`src/rtl/axis_read_ctrl.sv`:
```
// axis_read_ctrl: sequencer for one stream-read channel.
// Takes a (start address, length) job. It first passes the job length to the
// downstream data unit. It then issues AXI read-address bursts of at most
// BURST_MAX beats each, and no burst crosses a 4 KB page.
module axis_read_ctrl #(
    parameter int unsigned ADDR_WIDTH     = 32,
    parameter int unsigned CONFIG_DWIDTH  = 32,
    parameter int unsigned AXI_DATA_WIDTH = 256,
    parameter int unsigned WIDTH_RATIO    = 8,
    parameter int unsigned BURST_MAX      = 16
) (
    input  logic                     clk,
    input  logic                     rst,
    input  logic [ADDR_WIDTH-1:0]    cfg_address,
    input  logic [CONFIG_DWIDTH-1:0] cfg_length,
    input  logic                     cfg_valid,
    output logic                     cfg_ready,
    output logic [CONFIG_DWIDTH-1:0] dat_length,
    output logic                     dat_valid,
    input  logic                     dat_ready,
    output logic [ADDR_WIDTH-1:0]    axi_araddr,
    output logic [3:0]               axi_arlen,
    output logic                     axi_arvalid,
    input  logic                     axi_arready,
    output logic                     busy
);

    localparam int unsigned BPB    = AXI_DATA_WIDTH / 8;
    localparam int unsigned BPB_LG = $clog2(BPB);
    localparam int unsigned WR_LG  = $clog2(WIDTH_RATIO);
    localparam int unsigned NW     = $clog2(BURST_MAX + 1);

    localparam logic [ADDR_WIDTH-1:0]    ADDR_MASK = ~ADDR_WIDTH'(BPB - 1);
    localparam logic [CONFIG_DWIDTH-1:0] WR_MASK   = CONFIG_DWIDTH'(WIDTH_RATIO - 1);

    typedef enum logic [1:0] {
        S_IDLE,
        S_DATA,
        S_CALC,
        S_ADDR
    } state_t;

    state_t                   state_q, state_d;
    logic [ADDR_WIDTH-1:0]    addr_q, addr_d;
    logic [CONFIG_DWIDTH-1:0] remain_q, remain_d;
    logic [NW-1:0]            n_q, n_d;
    logic [CONFIG_DWIDTH-1:0] dat_length_q, dat_length_d;
    logic [ADDR_WIDTH-1:0]    araddr_q, araddr_d;
    logic [3:0]               arlen_q, arlen_d;
    logic                     arvalid_q, arvalid_d;
    logic                     dat_valid_q, dat_valid_d;
    logic                     cfg_ready_q, cfg_ready_d;
    logic                     busy_q, busy_d;

    logic [CONFIG_DWIDTH-1:0] beats;
    logic [12:0]              page_bytes;
    logic [12:0]              page_beats;
    logic [CONFIG_DWIDTH-1:0] n_calc;

    // Next-state, burst sizing and registered-output decode
    always_comb begin
        state_d      = state_q;
        addr_d       = addr_q;
        remain_d     = remain_q;
        n_d          = n_q;
        dat_length_d = dat_length_q;
        araddr_d     = araddr_q;
        arlen_d      = arlen_q;

        // Job length in AXI beats, rounded up
        beats = (cfg_length >> WR_LG)
              + {{(CONFIG_DWIDTH-1){1'b0}}, |(cfg_length & WR_MASK)};

        // Beats left before the next 4 KB page boundary (addr is beat aligned)
        page_bytes = 13'd4096 - {1'b0, addr_q[11:0]};
        page_beats = page_bytes >> BPB_LG;

        n_calc = CONFIG_DWIDTH'(BURST_MAX);
        if (remain_q < n_calc) begin
            n_calc = remain_q;
        end
        if (CONFIG_DWIDTH'(page_beats) < n_calc) begin
            n_calc = CONFIG_DWIDTH'(page_beats);
        end

        case (state_q)
            S_IDLE: begin
                if (cfg_valid) begin
                    addr_d   = cfg_address & ADDR_MASK;
                    remain_d = beats;
                    // A zero-length job is consumed here with no downstream activity
                    if (cfg_length != '0) begin
                        dat_length_d = cfg_length;
                        state_d      = S_DATA;
                    end
                end
            end
            S_DATA: begin
                if (dat_ready) begin
                    state_d = S_CALC;
                end
            end
            S_CALC: begin
                n_d      = NW'(n_calc);
                araddr_d = addr_q;
                arlen_d  = 4'(n_calc - CONFIG_DWIDTH'(1));
                state_d  = S_ADDR;
            end
            S_ADDR: begin
                if (axi_arready) begin
                    addr_d   = addr_q + (ADDR_WIDTH'(n_q) << BPB_LG);
                    remain_d = remain_q - CONFIG_DWIDTH'(n_q);
                    state_d  = (remain_d == '0) ? S_IDLE : S_CALC;
                end
            end
            default: state_d = S_IDLE;
        endcase

        // Handshake outputs are decoded from the next state so that they come out registered
        dat_valid_d = (state_d == S_DATA);
        arvalid_d   = (state_d == S_ADDR);
        cfg_ready_d = (state_d == S_IDLE);
        busy_d      = (state_d != S_IDLE);
    end

    // State and output registers with synchronous reset
    always_ff @(posedge clk) begin
        if (rst) begin
            state_q      <= S_IDLE;
            addr_q       <= '0;
            remain_q     <= '0;
            n_q          <= '0;
            dat_length_q <= '0;
            araddr_q     <= '0;
            arlen_q      <= '0;
            arvalid_q    <= 1'b0;
            dat_valid_q  <= 1'b0;
            cfg_ready_q  <= 1'b1;
            busy_q       <= 1'b0;
        end else begin
            state_q      <= state_d;
            addr_q       <= addr_d;
            remain_q     <= remain_d;
            n_q          <= n_d;
            dat_length_q <= dat_length_d;
            araddr_q     <= araddr_d;
            arlen_q      <= arlen_d;
            arvalid_q    <= arvalid_d;
            dat_valid_q  <= dat_valid_d;
            cfg_ready_q  <= cfg_ready_d;
            busy_q       <= busy_d;
        end
    end

    assign cfg_ready   = cfg_ready_q;
    assign dat_length  = dat_length_q;
    assign dat_valid   = dat_valid_q;
    assign axi_araddr  = araddr_q;
    assign axi_arlen   = arlen_q;
    assign axi_arvalid = arvalid_q;
    assign busy        = busy_q;

endmodule

```
`config.mk`:
```
export PLATFORM = sky130hd
export DESIGN_NAME = axis_read_ctrl
export DESIGN_NICKNAME = d
export VERILOG_FILES = /design/src/rtl/axis_read_ctrl.sv
export SDC_FILE = /design/constraint.sdc
export NUM_CORES = 1
export LEC_CHECK = 0
export BUFFER_PORTS_ARGS = -buffer_cell sky130_fd_sc_hd__buf_2
export CORE_ASPECT_RATIO = 1.2
export CORE_MARGIN = 2
export CORE_UTILIZATION = 34
export DETAILED_ROUTE_END_ITERATION = 16
export GPL_TIMING_DRIVEN = 0
export PLACE_DENSITY_LB_ADDON = 0.2
export SYNTH_ARGS = -nofsm -noshare
export SYNTH_HDL_FRONTEND = slang
export SYNTH_SLANG_ARGS = --single-unit
```
`constraint.sdc`:
```
create_clock -name clk -period 6.45 [get_ports clk]
set_clock_uncertainty 0.05 [all_clocks]
set_input_delay 0.3225 -clock clk [delete_from_list [all_inputs] [get_ports clk]]
set_output_delay 0.3225 -clock clk [all_outputs]
set_load 0.02 [all_outputs]
```
==> flow_metrics.env <==
export IMPL_rsz0062_at_grt="false"
export IMPL_num_vias=8042
export IMPL_syn_area_per_cell_um2=7.750
export IMPL_io_pins=141
export IMPL_cts_hold_buf=0
export IMPL_fin_crit_ns=4.696
export IMPL_nNetsFinal=1245
export IMPL_cts_tree="built"
export IMPL_cts_htree_levels=4
export IMPL_start_util=0.3464
export IMPL_timing_hold_ws_ns=0.08343
export IMPL_yosysWarnings=0
export IMPL_timing_rr_start="remain_q[9]"
export IMPL_max_freq_mhz=213.0
export IMPL_slew_viol_final=0
export IMPL_fillCellCount=2392
export IMPL_peakVddDrop_mv=0.1944
export IMPL_layout_common_cells="nand2_1, dfxtp_1, buf_2, nor2_1, a21oi_1"
export IMPL_syn_area_um2=7750
export IMPL_final_util=0.4176
export IMPL_synthMuxAreaShare=0.04407
export IMPL_synth_xor_area_frac=0.04973
export IMPL_ant_nets=0
export IMPL_dr_wl_met3_mm=1.742
export IMPL_power_density_nw_per_um2=275.2
export IMPL_grt_usage=0.2394
export IMPL_hold_depth=3
export IMPL_max_slew_margin=0.2204
export IMPL_startpoint_type="flop"
export IMPL_grt_pass1_vias=7588
export IMPL_gp_congestion=0.9619
export IMPL_wire_per_inst_um=19.86
export IMPL_syn2layout_area_growth_pct=20.54
export IMPL_synth_edf_count=0
export IMPL_die_y_um=169.4
export IMPL_critical_path_class="flop to flop"
export IMPL_synthDistinctLibCells=80
export IMPL_ys_flop_type="dfxtp_1"
export IMPL_clockRootBuffer="clkbuf_16"
export IMPL_n_antenna_cell=0
export IMPL_die_area_um2=24020
export IMPL_tightest_slew_ns=1.151
export IMPL_synth_top_family_by_area="simple AND/OR/NAND/NOR gates"
export IMPL_p_leak_nw=3.768
export IMPL_cp_max_fo=10
export IMPL_final_common_cell="nand2_1"
export IMPL_hold_viol=0
export IMPL_worst_r2r_path_depth=13
export IMPL_grt_max_degree=17
export IMPL_synth_compound_area_share=0.2091
export IMPL_dp_hpwl_mm=21.28
export IMPL_cts_resized=0
export IMPL_hold_class="input pin to flop"
export IMPL_synthAdderAreaFrac=0.04068
export IMPL_post_cts_buffers=0
export IMPL_reg2reg_slack_ns=1.75
export IMPL_gr_total_overflow=0
export IMPL_setup_tns_final_ns=0
export IMPL_drv_cap=0
export IMPL_drt_iter0_drc=675
export IMPL_setup_viol=0
export IMPL_drt_pass1_iterations=5
export IMPL_cp_required_ns=6.78
export IMPL_synth_seq_cells=133
export IMPL_rows=60
export IMPL_ys_async_sr_fraction=0
export IMPL_finalCritPeriodShare=0.7280
export IMPL_cts_buffers=17
export IMPL_coreArea_um2=22370
export IMPL_clk_pin_slew_ns=0.06
export IMPL_crit_path_end_kind="flop"
export IMPL_synth_cells=1000
export IMPL_status="finished clean"
export IMPL_wl_met2_mm=13.61
export IMPL_vias_per_cell=5.569
export IMPL_worstPathArrival_ns=5.02
export IMPL_place_port_buffers=127
export IMPL_synth_simple_area_share=0.2583
export IMPL_die_w_um=141.8
export IMPL_clockBufferDepth=2
export IMPL_antenna_found_initial=0
export IMPL_wl_met1_mm=12.55
export IMPL_totalWireLength_mm=28.68
export IMPL_startpoint="remain_q[9]"
export IMPL_drive_gt1_frac=0.1631
export IMPL_drt_drc_violations_left=0
export IMPL_top_layer="met4"
export IMPL_clk_latency_ns=0.43
export IMPL_worstHoldStart="cfg_length[0]"
export IMPL_grt_pass1_wl_mm=43.82
export IMPL_yosysSeqAreaShare=0.3436
export IMPL_clock_sinks=133
export IMPL_dp_cells=1412
export IMPL_instances_no_fill=1444
-- state kept, by name, indices dropped and copies added (netlist names) --
signal	flops
dat_length	32
remain_q	32
addr_q	27
axi_araddr	27
n_q	5
axi_arlen	4
state_q	2
axi_arvalid	1
busy	1
cfg_ready	1
dat_valid	1
-- cells by family (layout without fill, tap and decap cells) --
family                     Yosys count  after routing
other                                2              8
and+or+nand+nor                    415            415
DFF                                133            133
buffers and inverters               96            255
AOI/OAI and AO/OA                  252            252
xor gates and xnor gates            44             44
muxes                               34             34
adders and majority gates           24             24
-- worst max-delay path, stage by stage (launching register included) --
cell and delay [ns]:
dfxtp_1 0.36, nor3_1 0.61, nand4_1 0.51, nor3_2 0.54
nand2_1 0.14, ha_1 0.22, or3_1 0.31, nor4_1 0.36
o31a_1 0.17, buf_4 0.16, mux2_2 0.39, ha_1 0.22
or4_1 0.51, nand3_1 0.07
-- final timing paths --
check                        end
setup / recovery    axi_arlen[2]
hold / removal     dat_length[0]
setup reg to reg    axi_arlen[2]
hold reg to reg   axi_araddr[11]
-- Yosys cell counts, types with 6 or more instances --
library cell	instances	area, um2
o211ai_1	9	67.56
nand2_1	134	503.0
and3_1	10	62.56
xnor2_1	32	280.3
a31oi_1	8	50.05
inv_1	26	97.59
o21ai_0	55	275.3
o31ai_1	11	82.58
nor3_1	29	145.1
and4_1	6	52.55
a21oi_1	84	420.4
nand4_1	21	131.4
ha_1	22	275.3
clkbuf_1	50	187.7
xor2_1	12	105.1
a211oi_1	21	157.7
mux2i_1	33	330.3
nor4_1	25	156.4
nor2_1	109	409.1
buf_4	6	45.04
nor2b_1	8	50.05
dfxtp_1	133	2663
a21o_1	9	67.56
nand3_1	31	155.2
and2_1	8	50.05
a22oi_1	6	45.04
-- per-layer routing --
layer	GRT usage	up-vias
met3	0.04261	48
met4	0.09348	0
li1	-	3900
met2	0.4040	308
met5	0	-
met1	0.3035	3786
-- where the power goes --
part / internal [mW] / switching [mW]
sequential: 0.883 / 0.0602
combinational: 0.232 / 0.416
clock: 0.588 / 0.393
total: 1.70 / 0.869
-- metrics by stage --
stage	power, mW	cell area [um2]	worst slack, ns
2_1_floorplan	1.383	7772	2.706
3_3_place_gp	1.596	8757	1.825
3_5_place_dp	1.600	8757	1.868
4_1_cts	2.581	9341	1.828
5_1_grt	2.688	9341	1.462
6_report	2.571	9341	1.754
-- layout make-up --
| cell class | count | area [um2] | share of cell area |
|---|---|---|---|
| multi-input cells | 777 | 4695 | 0.5025 |
| well taps | 279 | 349.1 | 0.03737 |
| inverters | 26 | 97.59 | 0.01045 |
| clock buffers | 20 | 456.7 | 0.04889 |
| flip-flops and latches | 133 | 2663 | 0.2850 |
| clock inverters | 12 | 127.6 | 0.01366 |
| repair buffers | 127 | 635.6 | 0.06804 |
| plain buffers | 70 | 317.8 | 0.03402 |
Power figures use the tool's default switching activity.
